**src/rtl/ps2_zx_pkg.sv**
```systemverilog
// Shared definitions for the PS/2 -> ZX Spectrum keyboard path: scancode
// constants, held-key slot enumeration, matrix type and the scancode map.
// Optional build macro: KBD_CURSOR_MAP_EN (cursor and Del keys as CS+digit).
package ps2_zx_pkg;

  // Prefix and control bytes of scancode set 2
  localparam logic [7:0] PFX_EXT    = 8'hE0;
  localparam logic [7:0] PFX_BRK    = 8'hF0;
  localparam logic [7:0] PFX_PAUSE  = 8'hE1;
  localparam logic [7:0] SC_BAT_OK  = 8'hAA;
  localparam logic [7:0] SC_ACK     = 8'hFA;
  localparam logic [7:0] SC_ECHO    = 8'hEE;
  localparam logic [7:0] SC_RESEND  = 8'hFE;
  localparam logic [7:0] SC_OVR_LO  = 8'h00;
  localparam logic [7:0] SC_OVR_HI  = 8'hFF;

  // Function keys
  localparam logic [7:0] SC_F1  = 8'h05;
  localparam logic [7:0] SC_F2  = 8'h06;
  localparam logic [7:0] SC_F3  = 8'h04;
  localparam logic [7:0] SC_F4  = 8'h0C;
  localparam logic [7:0] SC_F5  = 8'h03;
  localparam logic [7:0] SC_F6  = 8'h0B;
  localparam logic [7:0] SC_F7  = 8'h83;
  localparam logic [7:0] SC_F8  = 8'h0A;
  localparam logic [7:0] SC_F9  = 8'h01;
  localparam logic [7:0] SC_F10 = 8'h09;
  localparam logic [7:0] SC_F11 = 8'h78;

  // Bytes swallowed after the Pause prefix
  localparam logic [2:0] PAUSE_SKIP = 3'd7;

  // Number of held-key slots (K_NONE is not a slot)
  localparam int unsigned N_KEYS = 63;

  // Eight rows of five keys; a set bit means "pressed"
  typedef logic [7:0][4:0] matrix_t;

  // Held-key slots. The first 40 are in matrix order (row*5 + bit) so the
  // matrix can be read straight out of the slot vector.
  typedef enum logic [5:0] {
    K_CS, K_Z, K_X, K_C, K_V,
    K_A,  K_S, K_D, K_F, K_G,
    K_Q,  K_W, K_E, K_R, K_T,
    K_1,  K_2, K_3, K_4, K_5,
    K_0,  K_9, K_8, K_7, K_6,
    K_P,  K_O, K_I, K_U, K_Y,
    K_ENT, K_L, K_K, K_J, K_H,
    K_SP, K_SS, K_M, K_N, K_B,
    K_BKSP, K_LEFT, K_DOWN, K_UP, K_RIGHT, K_DEL,
    K_F1, K_F2, K_F3, K_F4, K_F5, K_F6, K_F7, K_F8, K_F9, K_F10, K_F11,
    K_LCTRL, K_RCTRL, K_LALT, K_RALT, K_LGUI, K_RGUI,
    K_NONE
  } key_id_t;

  // Translate a (possibly E0-extended) scancode into a held-key slot
  function automatic key_id_t sc_to_key(input logic ext, input logic [7:0] code);
    key_id_t k;
    k = K_NONE;
    if (!ext) begin
      case (code)
        8'h12: k = K_CS;   8'h1A: k = K_Z;   8'h22: k = K_X;   8'h21: k = K_C;   8'h2A: k = K_V;
        8'h1C: k = K_A;    8'h1B: k = K_S;   8'h23: k = K_D;   8'h2B: k = K_F;   8'h34: k = K_G;
        8'h15: k = K_Q;    8'h1D: k = K_W;   8'h24: k = K_E;   8'h2D: k = K_R;   8'h2C: k = K_T;
        8'h16: k = K_1;    8'h1E: k = K_2;   8'h26: k = K_3;   8'h25: k = K_4;   8'h2E: k = K_5;
        8'h45: k = K_0;    8'h46: k = K_9;   8'h3E: k = K_8;   8'h3D: k = K_7;   8'h36: k = K_6;
        8'h4D: k = K_P;    8'h44: k = K_O;   8'h43: k = K_I;   8'h3C: k = K_U;   8'h35: k = K_Y;
        8'h5A: k = K_ENT;  8'h4B: k = K_L;   8'h42: k = K_K;   8'h3B: k = K_J;   8'h33: k = K_H;
        8'h29: k = K_SP;   8'h59: k = K_SS;  8'h3A: k = K_M;   8'h31: k = K_N;   8'h32: k = K_B;
        8'h66: k = K_BKSP;
        8'h14: k = K_LCTRL;
        8'h11: k = K_LALT;
        SC_F1: k = K_F1;   SC_F2: k = K_F2;  SC_F3: k = K_F3;  SC_F4: k = K_F4;
        SC_F5: k = K_F5;   SC_F6: k = K_F6;  SC_F7: k = K_F7;  SC_F8: k = K_F8;
        SC_F9: k = K_F9;   SC_F10: k = K_F10; SC_F11: k = K_F11;
        default: k = K_NONE;
      endcase
    end else begin
      case (code)
        8'h14: k = K_RCTRL;
        8'h11: k = K_RALT;
        8'h1F: k = K_LGUI;
        8'h27: k = K_RGUI;
`ifdef KBD_CURSOR_MAP_EN
        8'h6B: k = K_LEFT;
        8'h72: k = K_DOWN;
        8'h75: k = K_UP;
        8'h74: k = K_RIGHT;
        8'h71: k = K_DEL;
`endif
        default: k = K_NONE;
      endcase
    end
    return k;
  endfunction

endpackage

```
**src/rtl/ps2_zx_keyboard_rx.sv**
```systemverilog
// PS/2 receiver: synchronises the raw lines, deframes 11-bit frames,
// checks start/parity/stop and discards stalled partial frames.
module ps2_rx #(
  parameter int unsigned TIMEOUT_CYC = 56000
) (
  input  logic       clk_i,
  input  logic       rst_ni,
  input  logic       ps2_clk_i,
  input  logic       ps2_data_i,
  output logic [7:0] byte_o,
  output logic       byte_valid_o,
  output logic       frame_err_o
);

  localparam int unsigned TW = $clog2(TIMEOUT_CYC + 1);
  localparam logic [TW-1:0] TMO_LAST = TW'(TIMEOUT_CYC - 1);

  logic [1:0]    clk_sync_q, data_sync_q;
  logic          clk_prev_q;
  logic [3:0]    cnt_q, cnt_d;
  logic [9:0]    shift_q, shift_d;
  logic [TW-1:0] tmo_q, tmo_d;
  logic [7:0]    byte_q, byte_d;
  logic          valid_q, valid_d;
  logic          err_q, err_d;
  logic          fall;
  logic          data_s;

  assign data_s = data_sync_q[1];
  assign fall   = clk_prev_q & ~clk_sync_q[1];

  // Two-flop synchronisers and the delayed clock used for edge detection
  always_ff @(posedge clk_i) begin
    // NOTE: sequential state uses non-blocking assignments so every flop
    // samples the pre-edge value of its neighbours, independent of order.
    if (!rst_ni) begin
      // NOTE: synchroniser flops reset to the idle-high line level so that
      // leaving reset never manufactures a falling edge.
      clk_sync_q  <= 2'b11;
      data_sync_q <= 2'b11;
      clk_prev_q  <= 1'b1;
    end else begin
      clk_sync_q  <= {clk_sync_q[0], ps2_clk_i};
      data_sync_q <= {data_sync_q[0], ps2_data_i};
      clk_prev_q  <= clk_sync_q[1];
    end
  end

  // Framing, parity check and stall timeout
  always_comb begin
    // NOTE: every signal written here gets a default first; a path that
    // skipped an assignment would otherwise infer a latch.
    cnt_d   = cnt_q;
    shift_d = shift_q;
    tmo_d   = tmo_q;
    byte_d  = byte_q;
    valid_d = 1'b0;
    err_d   = 1'b0;
    if (fall) begin
      tmo_d = '0;
      if (cnt_q == 4'd10) begin
        cnt_d = 4'd0;
        // start=0, stop=1, odd parity over data+parity
        if (!shift_q[0] && data_s && (^shift_q[9:1])) begin
          byte_d  = shift_q[8:1];
          valid_d = 1'b1;
        end else begin
          err_d = 1'b1;
        end
      end else begin
        shift_d[cnt_q] = data_s;
        cnt_d          = cnt_q + 4'd1;
      end
    end else if (cnt_q != 4'd0) begin
      if (tmo_q == TMO_LAST) begin
        cnt_d = 4'd0;
        tmo_d = '0;
        err_d = 1'b1;
      end else begin
        tmo_d = tmo_q + 1'b1;
      end
    end
  end

  // Receiver state registers
  always_ff @(posedge clk_i) begin
    if (!rst_ni) begin
      cnt_q   <= 4'd0;
      shift_q <= '0;
      tmo_q   <= '0;
      byte_q  <= '0;
      valid_q <= 1'b0;
      err_q   <= 1'b0;
    end else begin
      cnt_q   <= cnt_d;
      shift_q <= shift_d;
      tmo_q   <= tmo_d;
      byte_q  <= byte_d;
      valid_q <= valid_d;
      err_q   <= err_d;
    end
  end

  assign byte_o       = byte_q;
  assign byte_valid_o = valid_q;
  assign frame_err_o  = err_q;

endmodule

```
**src/rtl/ps2_zx_keyboard.sv**
```systemverilog
// PS/2 to ZX Spectrum 8x5 key matrix, with function-key and modifier levels.
// Optional build macro: KBD_CURSOR_MAP_EN (cursor and Del keys as CS+digit).
module ps2_zx_keyboard
  import ps2_zx_pkg::*;
#(
  parameter int unsigned TIMEOUT_CYC = 56000
) (
  input  logic        clk_sys,
  input  logic        nRESET,
  input  logic        ps2_clk,
  input  logic        ps2_data,
  input  logic [15:0] addr,
  output logic [4:0]  key_data,
  output logic [11:1] Fn,
  output logic [2:0]  mod,
  output logic        key_strobe,
  output logic        frame_err
);

  logic [7:0]        rx_byte;
  logic              rx_valid;
  logic [N_KEYS-1:0] held_q, held_d;
  logic              ext_q, ext_d;
  logic              brk_q, brk_d;
  logic [2:0]        skip_q, skip_d;
  logic              strobe_q, strobe_d;
  logic [4:0]        key_data_q, key_data_d;
  matrix_t           matrix;
  key_id_t           key;
  logic              unused_addr;

  assign unused_addr = ^addr[7:0];

  ps2_rx #(.TIMEOUT_CYC(TIMEOUT_CYC)) u_rx (
    .clk_i        (clk_sys),
    .rst_ni       (nRESET),
    .ps2_clk_i    (ps2_clk),
    .ps2_data_i   (ps2_data),
    .byte_o       (rx_byte),
    .byte_valid_o (rx_valid),
    .frame_err_o  (frame_err)
  );

  assign key = sc_to_key(ext_q, rx_byte);

  // Scancode decoder: prefix flags, Pause skipping and per-key held bits
  always_comb begin
    held_d   = held_q;
    ext_d    = ext_q;
    brk_d    = brk_q;
    skip_d   = skip_q;
    strobe_d = 1'b0;
    if (rx_valid) begin
      if (skip_q != 3'd0) begin
        skip_d = skip_q - 3'd1;
      end else begin
        case (rx_byte)
          PFX_EXT:   ext_d  = 1'b1;
          PFX_BRK:   brk_d  = 1'b1;
          PFX_PAUSE: skip_d = PAUSE_SKIP;
          SC_BAT_OK, SC_ACK, SC_ECHO, SC_RESEND: begin
          end
          SC_OVR_LO, SC_OVR_HI: begin
            held_d = '0;
            ext_d  = 1'b0;
            brk_d  = 1'b0;
          end
          default: begin
            if (key != K_NONE) begin
              if (!brk_q) begin
                held_d[key] = 1'b1;
                strobe_d    = 1'b1;
              end else if (held_q[key]) begin
                held_d[key] = 1'b0;
                strobe_d    = 1'b1;
              end
            end
            ext_d = 1'b0;
            brk_d = 1'b0;
          end
        endcase
      end
    end
  end

  // Matrix derived from held slots; composite keys OR into two bits each
  always_comb begin
    matrix = '0;
    for (int i = 0; i < 40; i++) begin
      matrix[i / 5][i % 5] = held_q[i];
    end
    matrix[0][0] = matrix[0][0] | held_q[K_BKSP] | held_q[K_DEL] | held_q[K_LEFT]
                 | held_q[K_DOWN] | held_q[K_UP] | held_q[K_RIGHT];
    matrix[4][0] = matrix[4][0] | held_q[K_BKSP] | held_q[K_DEL];
    matrix[3][4] = matrix[3][4] | held_q[K_LEFT];
    matrix[4][4] = matrix[4][4] | held_q[K_DOWN];
    matrix[4][3] = matrix[4][3] | held_q[K_UP];
    matrix[4][2] = matrix[4][2] | held_q[K_RIGHT];
  end

  // Active-low AND of every row whose address line is low
  always_comb begin
    key_data_d = 5'h1F;
    for (int r = 0; r < 8; r++) begin
      if (!addr[8 + r]) key_data_d = key_data_d & ~matrix[r];
    end
  end

  // Decoder and read-port registers; reset wins over a same-cycle byte
  always_ff @(posedge clk_sys) begin
    if (!nRESET) begin
      held_q     <= '0;
      ext_q      <= 1'b0;
      brk_q      <= 1'b0;
      skip_q     <= 3'd0;
      strobe_q   <= 1'b0;
      key_data_q <= 5'h1F;
    end else begin
      held_q     <= held_d;
      ext_q      <= ext_d;
      brk_q      <= brk_d;
      skip_q     <= skip_d;
      strobe_q   <= strobe_d;
      key_data_q <= key_data_d;
    end
  end

  assign key_data   = key_data_q;
  assign key_strobe = strobe_q;
  assign Fn         = held_q[int'(K_F11):int'(K_F1)];
  assign mod        = {held_q[K_LGUI]  | held_q[K_RGUI],
                       held_q[K_LALT]  | held_q[K_RALT],
                       held_q[K_LCTRL] | held_q[K_RCTRL]};

endmodule

```
**config.mk**
```make
export PLATFORM = sky130hd
export DESIGN_NAME = ps2_zx_keyboard
export DESIGN_NICKNAME = d
export VERILOG_FILES = /design/src/rtl/ps2_zx_pkg.sv /design/src/rtl/ps2_zx_keyboard_rx.sv /design/src/rtl/ps2_zx_keyboard.sv
export SDC_FILE = /design/constraint.sdc
export NUM_CORES = 1
export LEC_CHECK = 0
export BUFFER_PORTS_ARGS = -buffer_cell sky130_fd_sc_hd__buf_2
export CORE_ASPECT_RATIO = 1.75
export CORE_MARGIN = 1.5
export CORE_UTILIZATION = 67
export DETAILED_ROUTE_END_ITERATION = 8
export PLACE_DENSITY = 0.94
export SLEW_MARGIN = 25
export SYNTH_ARGS = -nofsm -noshare
export SYNTH_HDL_FRONTEND = slang
export SYNTH_SLANG_ARGS = --single-unit
```
**constraint.sdc**
```tcl
create_clock -name clk_sys -period 6.8 [get_ports clk_sys]
set_clock_uncertainty 0.05 [all_clocks]
set_input_delay 0 -clock clk_sys [delete_from_list [all_inputs] [get_ports clk_sys]]
set_output_delay 0 -clock clk_sys [all_outputs]
set_load 0.02 [all_outputs]
```
# After elaboration in Yosys (flattened, before gate mapping)
# Memory sizes are Yosys's and may differ from the RTL's. A register that Yosys moved wholly into a read port is not among the register bits.
# Index checks and enable logic that the tools add are counted.
dict set report totals {
  out_inout_bits 21
  rom_bits 1536
  n_memories 1
  word_cells 149
  inputBits 20
  regBits 119
}
dict set report classes {
  n_reduce_logical 27
  n_lt_le_gt_ge 4
  eq_ne 16
  muxes 40
  bitwise_logic 43
  n_addsub 3
}
# memory words width read_ports rd_clocked_by_memory_dff wr line_no
set mem_list {}
lappend mem_list {{(no name shown)} 256 6 1 1 0 ps2_zx_pkg.sv:61} ;# case (code)
# operator n
set ops {}
lappend ops {{$mux W63} 3}
lappend ops {{$pmux W63 S2} 1}
lappend ops {{$eq A8 B8 Y1 const B} 8}
lappend ops {{$and A63 B63 Y63} 1}
lappend ops {{$not A63 Y63} 1}
lappend ops {{$or A63 B63 Y63} 1}
lappend ops {{$mux W5} 8}
lappend ops {{$not A5 Y5} 8}
lappend ops {{$and A5 B5 Y5} 7}
lappend ops {{$eq A8 B5 Y1 const B} 3}
lappend ops {{$add A16 B1 Y16 const B} 1}
lappend ops {{$eq A16 B16 Y1 const B} 1}
lappend ops {{$mux W16} 1}
lappend ops {{$mux W4} 4}
lappend ops {{$mux W8} 2}
lappend ops {{$or A1 B1 Y1} 15}
lappend ops {{$reduce_or A13 Y1} 1}
lappend ops {{$pmux W3 S4} 1}
lappend ops {{$reduce_and A3 Y1} 4}
lappend ops {{$reduce_or A6 Y1} 2}
lappend ops {{$mux W1} 11}
lappend ops {{$bwmux W10} 1}
lappend ops {{$not A1 Y1} 9}
lappend ops {{$reduce_xor A9 Y1} 1}
lappend ops {{27 further kinds} 38}

# Depth between registers and ports, before layout
# Gate-level depths: netlist of the first run.
dict set report depth {
  depth_word 22
  ltp_mapped 15
  ltp_nobuf 13
}

# Cells and area by module
# Synthesis of the first run repeated with hierarchy kept, for this count alone.
dict set report hier_totals {
  cells_unflattened 948
  hier_area_um2 7586.0
}
# mod seq_area_each_um2 cells_each area_per_inst_um2 n_inst
set by_module_without_submodules {}
lappend by_module_without_submodules {ps2_zx_keyboard 1481.4 721 5497.8 1}
lappend by_module_without_submodules {ps2_rx 900.9 227 2088.3 1}

# Worst setup path after synthesis of the first run
# OpenSTA, ideal clock, no wires.
dict set report synth_timing {
  path_type {flip-flop to flip-flop}
  startpoint {reg u_rx.shift_q[1]}
  endpoint {reg (tool-made name)}
  path_slack_ns 3.619
  path_buffers 2
  stages_incl_launch_ff 15
  setup_time_ns 0.143
  required_time_ns 6.607
  arrival_time_ns 2.987
  period_less_slack_ns 3.181
  path_cell_list {dfxtp_1 -> xor2_1 -> xnor3_1 -> mux2i_1 -> buf_2 -> mux2i_1 -> nand2b_1 -> inv_1 -> ha_1 -> clkbuf_1 -> mux2i_1 -> o221ai_1 -> o21ai_0 -> a221oi_1 -> o31ai_1}
}
# item line_no
set synth_lines {}
lappend synth_lines {{start: declaration} ps2_zx_keyboard_rx.sv:21} ;# logic [9:0] shift_q, shift_d;
lappend synth_lines {{start signal: assignment} ps2_zx_keyboard_rx.sv:96} ;# shift_q <= shift_d;

# Worst setup path in the final report of the first run
dict set report layout_timing {
  startpoint {reg u_rx.byte_q[4] (netlist: u_rx.byte_o[4])}
  endpoint {reg held_q[0]}
}
dict set report layout_via {
  elab_chain_cells 13
  word_cells_on_any_way 36
  cone_classes {order compare (2); eq/ne (14); mux (10); bitwise (4); reduce/logical (6)}
}
# item line_no
set layout_lines {}
lappend layout_lines {{start: declaration} ps2_zx_keyboard_rx.sv:23} ;# logic [7:0] byte_q, byte_d;
lappend layout_lines {{start signal: assignment} ps2_zx_keyboard_rx.sv:98} ;# byte_q <= byte_d;
lappend layout_lines {{$eq A8 B6 Y1 or $eq A8 B5 Y1 (tied branches)} ps2_zx_pkg.sv:79} ;# case (code)
lappend layout_lines {{$pmux W3 S4} ps2_zx_pkg.sv:79}
lappend layout_lines {{$mux W6} ps2_zx_pkg.sv:60} ;# if (!ext) begin
lappend layout_lines {{$lt A6 B7 Y1 (not written as such) or $ge A6 B1 Y1 (tied branches)} {ps2_zx_keyboard.sv:71, ps2_zx_keyboard.sv:74}}
lappend layout_lines {{$logic_and A1 B1 Y1 (not written as such)} {ps2_zx_keyboard.sv:71, ps2_zx_keyboard.sv:74}}
lappend layout_lines {{$mux W1 (not written as such)} {ps2_zx_keyboard.sv:71, ps2_zx_keyboard.sv:74}}
lappend layout_lines {{$demux W1 S6} {ps2_zx_keyboard.sv:71, ps2_zx_keyboard.sv:74}}
lappend layout_lines {{$not A63 Y63 (no line)} n/a}
lappend layout_lines {{$and A63 B63 Y63 (no line)} n/a}
lappend layout_lines {{$mux W63} ps2_zx_keyboard.sv:73} ;# end else if (held_q[key]) begin
lappend layout_lines {{$mux W63} ps2_zx_keyboard.sv:70} ;# if (!brk_q) begin
lappend layout_lines {{$mux W63} ps2_zx_keyboard.sv:69} ;# if (key != K_NONE) begin
lappend layout_lines {{$pmux W63 S2} ps2_zx_keyboard.sv:57} ;# case (rx_byte)
lappend layout_lines {{end signal: assignment} ps2_zx_keyboard.sv:119} ;# held_q <= held_d;
lappend layout_lines {{end: declaration} ps2_zx_keyboard.sv:22} ;# logic [N_KEYS-1:0] held_q, held_d;
# Parallel ways exist; a longest one is shown, timed or not. The select of a mux whose other input is x is not followed.
# A chain may end at the register's enable or synchronous reset.

==> run_results.csv, run 1 <==
group,metric,value,unit
run_status,status,"finished clean",
synth,synth.cell_area,0.00783,mm2
sta,slew_viol_final,0,
critical_path,cp.required,7070,ps
synth,yosys_warnings,0,
global_route,grt_pass1_wl,41600,um
critical_path,path_cells,"nor4b_4, nand3_2, a31oi_4, nand2_2, mux2_2, a2111oi_0, o32a_2, and2_1, o32ai_1, a22o_1",
detailed_routing,wire_per_inst,24.1,um
detailed_routing,drt_iter0_drc,1003,
sta,tns,0,ps
critical_path,end_kind,"flip-flop",
synth,synth_edf_count,0,
critical_path,crit_slowest_cell,"a2111oi_0",
power_and_ir_drop,peakVddDrop,0.000265,V
sta,fmax,202,MHz
global_route,grt_usage,43.5,%
floorplanning,die-area,0.0124,mm2
global_route,overflow,0,
sta,rsz0062_at_grt,"false",
sta,fin_crit,4960,ps
synth,yosys-top-cells-count,"dfxtp_1, nand2_1, nor2_1, o21ai_0, clkbuf_1",
job,maxCapViolations,0,
critical_path,reg2reg_slack,1840,ps
global_route,grt_pass1_vias,7823,
cts,clk_latency,430,ps
synth,synth_area_leaders,"dfxtp_1, nand2_1, mux2i_1",
cts,numCtsBuffers,17,
cts,clkTransAtPathRegs,60,ps
synth,yosys.area.top_type,"dfxtp_1",
synth,syn-num-nets,1013,
placement,dp_hpwl,18200,um
critical_path,criticalPathCategory,"flip-flop to flip-flop",
placement,placed_cell_area,0.00787,mm2
final_layout,syn_to_final_growth,9.05,%
cts,clkSinkCount,125,
worst_hold_path,min_path_type,"primary input to flip-flop",
final_layout,fin_area,0.00853,mm2
cts,cts_tree,"yes",
sta,setup_viol,0,
synth,syn_inst,981,
cts,cts_root_buffer,"clkbuf_16",
sta,finalHoldViolCount,0,
synth,ys_types,83,
sta,relSlewSlack,26.6,%
sta,finalCritPeriodShare,72.9,%
placement,gp_congestion,1.08,
floorplanning,start_util,68.3,%
cts,clock_path_buffers,2,
final_layout,drive_gt1_share,11.4,%
detailed_routing,ant_nets,0,
floorplanning,dieWidth,84.7,um
cts,htreeDepth,4,
synth,ys_seq_area_share,32.0,%
synth,postSynth.asyncResetShare,0,%
synth,yosysMostFrequentCell,"dfxtp_1",
power_and_ir_drop,leakage,0.00319,uW
critical_path,cpPeakStageDelay,870,ps
cts,postCtsSetupRepairBufs,0,
critical_path,crit_fanout,16,
placement,port-buffer-count,32,
synth,synth_top_cell_area_share,32.0,%
critical_path,startpoint_type,"flip-flop",
synth,ys_ff_latch,125,
final_layout,final_nets,1000,
critical_path,path_buf_inv,0,
floorplanning,die_h,146,um
critical_path,crit_family,"compound AO/OA/AOI/OAI gates",
synth,ys.flop_type,"dfxtp_1",
sta,worstMarginPinSlew,1090,ps
detailed_routing,drc,0,
floorplanning,core,0.0115,mm2
detailed_routing,vias,8160,
final_layout,num_antenna_cells,0,
detailed_routing,viasPerCell,7.31,
detailed_routing,routed_wl,26900,um
power_and_ir_drop,p_per_area,201,mW/mm2
floorplanning,std_cell_rows,52,
critical_path,cp.arrival,5220,ps
global_route,grt_antenna_before_repair,0,
synth,avgSynthCellArea,7.98,um2
floorplanning,ios,41,
global_route,grt_max_degree,58,
detailed_routing,dr.pass1.iters,6,
==> layout by cell type (no fill, tap or decap), types with 13 or more instances in the layout <==
cell type,instances
nor3_1,19
a31oi_1,34
nand2_1,119
a21oi_1,39
nor2_1,70
buf_2,32
nand4_1,13
clkbuf_16,17
inv_1,29
dfxtp_1,124
mux2i_1,27
nand3_1,40
nand2b_1,21
o2bb2ai_1,23
and2_1,16
xor2_1,13
nor2b_1,24
o21ai_0,42
==> report_power, final <==
group	internal (uW)	switching (uW)	leakage, uW
clock	552	382	0.000286
combinational	14.9	27.9	0.00190
sequential	735	3.35	0.00101
==> through the flow <==
stage | hold slack, ps | util (%) | total power (uW) | setup slack [ps] | std cells
after floorplan | 51.5 | - | 781 | 3620 | 981
after global placement | 135 | 68.5 | 792 | 2250 | 1078
after detailed placement | 144 | 68.7 | 793 | 2200 | 1079
after CTS | 33.0 | 74.4 | 1710 | 2150 | 1116
after global routing | 101 | 74.5 | 1740 | 1770 | 1116
final | 28.2 | 74.5 | 1710 | 1840 | 1116
==> layer usage <==
layer  vias up  GRT usage, %  routed length, um
li1       3600             -                  -
met1      3729          44.4               8610
met2       614          73.0              12900
met3       217          10.7               2600
met4         0          36.5               2700
met5         -             0                  0
==> area by class of cell <==
cell class	instances	area [um2]
multi-input cells	743	4820
fillers	881	2920
well taps	135	169
flip-flops and latches	125	2500
inverters	31	116
clock inverters	15	175
repair buffers	50	328
clock buffers	17	425
==> cell families (layout without fill, tap and decap cells) <==
family	count (synthesis)	count (layout)	synth area share [%]
muxes	32	32	4.16
buffers and inverters	113	113	6.89
adders and majority gates	12	12	1.92
xor gates and xnor gates	24	24	3.05
DFF	125	125	32.0
AOI/OAI and AO/OA	291	291	26.9
and+or+nand+nor	384	384	25.1
==> final timing paths <==
check,from,to,cells after the start
worst max-delay path,u_rx.byte_o[4]$_SDFFE_PN0P_,held_q[0]$_SDFFE_PN0P_,10
worst min register to register,u_rx.clk_sync_q[0]$_SDFF_PN1_,u_rx.clk_sync_q[1]$_SDFF_PN1_,1
worst max register to register,u_rx.byte_o[4]$_SDFFE_PN0P_,held_q[0]$_SDFFE_PN0P_,10
worst min-delay path,addr[10],key_data[2]$_SDFF_PN1_,5
==> registers in the layout, summed over array words and instances, names as in the netlist, named ones only <==
| signal | cells |
|---|---|
| brk_q | 1 |
| ext_q | 1 |
| held_q | 63 |
| key_data | 5 |
| key_strobe | 1 |
| skip_q | 3 |
| u_rx.byte_o | 8 |
| u_rx.byte_valid_o | 1 |
| u_rx.clk_prev_q | 1 |
| u_rx.clk_sync_q | 2 |
| u_rx.cnt_q | 4 |
| u_rx.data_sync_q | 2 |
| u_rx.frame_err_o | 1 |
| u_rx.shift_q | 10 |
| u_rx.tmo_q | 16 |
==> worst min-delay path, cell delays in order <==
cell      delay (ps)
buf_2            100
inv_1            130
a221oi_1         100
o211ai_1          80
nand2_1           60
==> repair_timing <==
item / CTS / global route
hold buffers: 5 / 0
gates resized for setup: 0 / 0
endpoints found under the hold margin: 7 / 0
No activity file was read; power rests on OpenSTA's default activity.
==> inputs of run 2 (changes only) <==
CORE_UTILIZATION = 56   (was 67)
PLACE_DENSITY = 0.85   (was 0.94)
clock period = 4.5 ns   (was 6.8 ns; I/O delays follow)
==> run 2 against run 1 <==
  * Wire length grew 1.4%
  * Global-route usage fell by 5.8 points
  * Sequential power rose by 50%
  * Clock power rose by 50%
  * Cell count rose by 7.2%
  * Maximum frequency rose by 22%
  * Design area up 4.1%
  * Worst setup slack got worse by 1400 ps
  * Critical path depth up 2
  * Register-to-register slack got worse by 1400 ps
  * Clock-buffer cell count did not move
  * Largest power group unchanged
==> run_results.csv, run 2 (same netlist as run 1, synthesis figures left out) <==
group,metric,value,unit
power_and_ir_drop,leakage,0.00339,uW
cts,clkSinkCount,125,
final_layout,regMostFlops,"held_q",
floorplanning,std_cell_rows,57,
final_layout,nFillCells,1183,
final_layout,num_antenna_cells,0,
critical_path,crit_slowest_cell,"a21oi_4",
floorplanning,start_util,56.8,%
critical_path,startpoint,"u_rx.byte_o[5]$_SDFFE_PN0P_",
sta,rsz0062_at_grt,"false",
detailed_routing,dr_wl_met2,13200,um
floorplanning,die_h,159,um
cts,cts_resized,0,
sta,finalCritPeriodShare,90.1,%
placement,dp_hpwl,19300,um
worst_hold_path,min_from,"addr[13]",
sta,fin_crit,4050,ps
floorplanning,ios,41,
final_layout,final_cell_mix,"dfxtp_1, nand2_1, nor2_1, buf_4, o21ai_0",
detailed_routing,viasPerCell,6.76,
cts,htreeDepth,4,
global_route,grt_max_degree,36,
detailed_routing,dr.pass1.iters,5,
critical_path,path_cells,"and3b_1, o211ai_1, a31oi_1, a211oi_1, and2_1, a2111oi_0, buf_4, o32a_2, a21oi_4, buf_16, nand3_1, a32o_1",
floorplanning,core,0.0138,mm2
power_and_ir_drop,peakVddDrop,0.000245,V
cts,clk_latency,430,ps
final_layout,syn_to_final_growth,13.5,%
critical_path,r2r-start,"u_rx.byte_o[5]$_SDFFE_PN0P_",
critical_path,crit_family,"compound AO/OA/AOI/OAI gates",
final_layout,fin_area,0.00888,mm2
cts,clkTransAtPathRegs,60,ps
job,maxCapViolations,0,
placement,placed_cell_area,0.00823,mm2
worst_hold_path,min_path_type,"primary input to flip-flop",
critical_path,criticalPathCategory,"flip-flop to flip-flop",
detailed_routing,routed_wl,27200,um
sta,relSlewSlack,36.7,%
detailed_routing,drc,0,
global_route,grt_pass1_wl,42500,um
global_route,overflow,0,
critical_path,cp.required,4760,ps
global_route,grt_antenna_before_repair,0,
detailed_routing,drt-met1-wl,9230,um
critical_path,path_buf_inv,2,
cts,clock_path_buffers,2,
final_layout,final_cells,1196,
cts,cts_tree,"yes",
cts,numCtsBuffers,17,
placement,port-buffer-count,32,
sta,worstMarginPinSlew,939,ps
detailed_routing,drt_iter0_drc,698,
final_layout,drive_gt1_share,14.6,%
power_and_ir_drop,p_per_area,290,mW/mm2
critical_path,startpoint_type,"flip-flop",
global_route,grt_pass1_vias,7721,
floorplanning,die-area,0.0147,mm2
sta,setup_viol,0,
sta,fmax,247,MHz
critical_path,end_kind,"flip-flop",
detailed_routing,vias,8085,
sta,tns,0,ps
sta,finalHoldViolCount,0,
global_route,grt_usage,37.6,%
detailed_routing,dr_wl_met3,2310,um
sta,hold_slack,22.9,ps
final_layout,reg.largest.list,"held_q x63, u_rx.tmo_q x16, u_rx.shift_q x10",
floorplanning,dieWidth,92.4,um
critical_path,cpPeakStageDelay,570,ps
cts,cts_root_buffer,"clkbuf_16",
sta,slew_viol_final,0,
final_layout,final_common_cell,"dfxtp_1",
detailed_routing,ant_nets,0,
detailed_routing,top_layer,"met4",
detailed_routing,wire_per_inst,22.8,um
placement,gp_congestion,1.00,
critical_path,cp.arrival,4320,ps
power_and_ir_drop,p_total,2580,uW
final_layout,final_nets,1038,
cts,postCtsSetupRepairBufs,0,
run_status,status,"finished clean",
placement,dp.cells,1159,
final_layout,largest_reg_flops,63,
critical_path,crit_fanout,28,
run 2: timing repair:
item,4_1_cts,5_1_grt
setup endpoints to repair,0,0
hold endpoints to repair,7,0
hold buffers,5,0
run 2: per-stage QoR:
stage	setup WS [ps]	util, %
finish	445	64.5
global route	188	64.5
CTS	492	64.5
detailed placement	511	59.8
global placement	272	59.5
floorplan	1320	-
run 2: worst paths after layout:
kind	end	slack (ps)	cells past startpoint
max	held_q[26]$_SDFFE_PN0P_	450	12
min	key_data[1]$_SDFF_PN1_	20	5
max reg2reg	held_q[26]$_SDFFE_PN0P_	450	12
min reg2reg	u_rx.clk_sync_q[1]$_SDFF_PN1_	370	1
run 2: per-layer routing:
| metal | up-vias | global-route usage [%] |
|---|---|---|
| li1 | 3687 | - |
| met1 | 3766 | 39.4 |
| met2 | 464 | 62.1 |
| met3 | 168 | 10.3 |
| met4 | 0 | 29.9 |
| met5 | - | 0 |
run 2: tightest hold or removal path, stage by stage:
cell     delay, ps
buf_2          100
inv_1          130
a22oi_1         90
nand4_1         90
nand2_1         50
run 2: power breakdown:
| group | switching (uW) | internal [uW] | leakage [uW] |
|---|---|---|---|
| clock network | 606 | 791 | 0.000284 |
| registers | 3.84 | 1110 | 0.00101 |
| logic | 42.2 | 22.9 | 0.00210 |
run 2: area by class of cell:
type	instances	area, um2	area share, %
multi-input cells	743	4820	54.3
flip-flops and latches	125	2500	28.2
repair buffers	88	626	7.05
clock buffers	17	425	4.79
well taps	177	221	2.49
clock inverters	15	169	1.90
inverters	31	116	1.31
==> inputs of run 3 (changes only) <==
ABC_AREA = 1   (was default)
PLACE_DENSITY = 0.77   (was 0.85)
REMOVE_ABC_BUFFERS = 1   (was default)
==> run 3 against run 2 <==
  * Clock power rose by 3%
  * Die area grew 5.2%
  * Non-clock buffer count is 21 lower
  * Cell count is 31% higher
  * Utilization shrank 0.60 points
  * First-iteration DRC count is 0.86% lower
  * Design area grew 3.4%
  * Critical path depth grew 9
  * Critical endpoint is now held_q[59]$_SDFFE_PN0P_
  * Largest cell class unchanged
  * Largest power group unchanged
==> run_results.csv, run 3 <==
group,metric,value,unit
final_layout,nFillCells,1387,
final_layout,final_cell_mix,"nand2_1, nor2_1, inv_1, nand3_1, dfxtp_1",
power_and_ir_drop,leakage,0.00389,uW
synth,ys.flop_type,"dfxtp_1",
sta,hold_slack,24.0,ps
global_route,grt_pass1_vias,8540,
global_route,grt.busiest_layer,"met2",
cts,clkSinkCount,125,
critical_path,path_cells,"nand2_1, nor2_1, nand2_1, nand2_1, nor2_2, o21bai_4, buf_4, nand2_1, nor2_1, nor2_1, nand3_1, nand3_1, nand2_1, nand2_1, nand3_2, nand2_2, nand2_2, buf_12, nand2_1, nand2_1, nor2_1",
sta,slew_viol_final,0,
floorplanning,die_h,163,um
placement,port-buffer-count,32,
synth,postSynth.asyncResetShare,0,%
power_and_ir_drop,p_per_area,285,mW/mm2
final_layout,drive_gt1_share,8.11,%
cts,cts_tree,"yes",
sta,fmax,260,MHz
worst_hold_path,min_path_type,"primary input to flip-flop",
detailed_routing,wire_per_inst,17.2,um
detailed_routing,dr.pass1.iters,5,
synth,yosys-top-cells-count,"nand2_1, nor2_1, inv_1, nand3_1, dfxtp_1",
final_layout,regArea,0.00250,mm2
synth,yosys_warnings,0,
cts,clkTransAtPathRegs,60,ps
critical_path,cpPeakStageDelay,420,ps
final_layout,final_common_cell,"nand2_1",
synth,yosys.area.top_type,"dfxtp_1",
final_layout,final_nets,1400,
synth,syn_inst,1354,
cts,clk_latency,440,ps
synth,avgSynthCellArea,6.09,um2
global_route,grt_antenna_before_repair,0,
sta,finalHoldViolCount,0,
synth,yosysMostFrequentCell,"nand2_1",
sta,worstMarginPinSlew,800,ps
critical_path,timing.critical_path.mode_cell,"nand2_1",
critical_path,criticalPathCategory,"flip-flop to flip-flop",
global_route,grtUsageMet1,36.2,%
detailed_routing,drc,0,
critical_path,crit_slowest_cell,"dfxtp_1",
placement,gp_congestion,0.972,
synth,ys_seq_area_share,30.4,%
global_route,grt_usage,36.0,%
sta,tns,0,ps
detailed_routing,vias,9092,
global_route,grt_pass1_wl,42800,um
critical_path,crit_fanout,47,
cts,postCtsSetupRepairBufs,0,
critical_path,cp.arrival,4120,ps
synth,ys_types,44,
floorplanning,dieWidth,94.7,um
synth,synth_top_cell_area_share,30.4,%
critical_path,cp.required,4770,ps
sta,fin_crit,3850,ps
global_route,overflow,0,
synth,synth.cell_area,0.00824,mm2
power_and_ir_drop,peakVddDrop,0.000213,V
final_layout,reg.largest.list,"held_q x63, u_rx.tmo_q x16, u_rx.shift_q x10",
floorplanning,ios,41,
detailed_routing,viasPerCell,5.82,
final_layout,multi_input_area,0.00478,mm2
global_route,grt_max_degree,59,
cts,cts_resized,0,
cts,htreeDepth,4,
sta,setup_viol,0,
sta,rsz0062_at_grt,"false",
detailed_routing,ant_nets,0,
placement,dp_hpwl,18800,um
floorplanning,std_cell_rows,58,
floorplanning,core,0.0144,mm2
cts,clock_path_buffers,2,
sta,finalCritPeriodShare,85.5,%
floorplanning,die-area,0.0155,mm2
critical_path,startpoint_type,"flip-flop",
critical_path,crit_family,"simple AND/OR/NAND/NOR gates",
global_route,met3_usage,8.01,%
synth,ys_ff_latch,125,
critical_path,path_buf_inv,2,
detailed_routing,drt_iter0_drc,692,
final_layout,num_antenna_cells,0,
synth,synth_area_leaders,"dfxtp_1, nand2_1, nor2_1",
cts,hold_buffers,13,
detailed_routing,routed_wl,26800,um
final_layout,regMostFlops,"held_q",
critical_path,end_kind,"flip-flop",
final_layout,largest_reg_flops,63,
cts,numCtsBuffers,17,
cts,cts_root_buffer,"clkbuf_16",
sta,relSlewSlack,46.5,%
global_route,grtUsageMet2,61.9,%
run_status,status,"finished clean",
synth,synth_edf_count,0,
job,maxCapViolations,0,
floorplanning,start_util,57.3,%
final_layout,syn_to_final_growth,11.4,%
[run 3: cell count changes after synthesis, moves of 23 or more]
cell / delta
o2bb2ai_1: -23
a31oi_1: -31
nand3_1: +101
nor2b_1: -24
o21ai_0: +51
nand2_1: +203
inv_1: +122
a21oi_1: +63
nor2_1: +118
mux2i_1: -28
[run 3: report_power, final]
| group | internal (uW) | switching, uW | total [uW] |
|---|---|---|---|
| combinational | 19.8 | 41.3 | 61.1 |
| sequential | 1110 | 3.57 | 1110 |
| clock | 812 | 630 | 1440 |
[run 3: layout make-up]
cell class / instances / share of cell area [%]
sequential: 125 / 27.2
tap: 180 / 2.45
multi-input combinational: 1001 / 52.1
timing repair buffer: 67 / 5.23
clock inverter: 14 / 1.83
clock buffer: 18 / 4.78
inverter: 156 / 6.38
[run 3: metal layers]
layer | part of all wire [%] | wire length, um
met4 | 9.1 | 2450
met2 | 49 | 13100
met3 | 6.3 | 1680
met5 | 0 | 0
met1 | 36 | 9600
[run 3: kinds of logic after synthesis]
| group | after synthesis | synth area share (%) |
|---|---|---|
| compound gates | 272 | 18.9 |
| xor+xnor | 12 | 1.28 |
| fa+ha+maj | 12 | 1.82 |
| buf+inv | 228 | 11.7 |
| flops | 125 | 30.4 |
| simple gates | 705 | 35.9 |
[run 3: path summary, 6_finish.rpt]
check,cells after the start,slack [ps],to,start
setup reg to reg,21,650,held_q[59]$_SDFFE_PN0P_,u_rx.byte_o[0]$_SDFFE_PN0P_
setup / recovery,21,650,held_q[59]$_SDFFE_PN0P_,u_rx.byte_o[0]$_SDFFE_PN0P_
hold reg to reg,1,380,u_rx.data_sync_q[1]$_SDFF_PN1_,u_rx.data_sync_q[0]$_SDFF_PN1_
hold / removal,5,20,key_data[2]$_SDFF_PN1_,addr[10]
[run 3: stage by stage]
step	total power, uW	util [%]	instance area [um2]	instances	setup slack, ps
final	2620	63.9	9180	1561	654
after global routing	2680	63.9	9180	1561	366
after CTS	2620	63.9	9180	1561	702
after detailed placement	1190	58.8	8450	1516	745
after global placement	1190	58.8	8450	1516	781
after floorplan	1160	-	7860	1282	-130
[run 3: worst reg2reg max path: stages (launching register included)]
cell and delay, ps:
dfxtp_1 420, nand2_1 100, nor2_1 170, nand2_1 120, nand2_1 90, nor2_2 60
o21bai_4 350, buf_4 320, nand2_1 320, nor2_1 180, nor2_1 60, nand3_1 110
nand3_1 70, nand2_1 60, nand2_1 60, nand3_2 70, nand2_2 280, nand2_2 380
buf_12 260, nand2_1 90, nand2_1 80, nor2_1 50
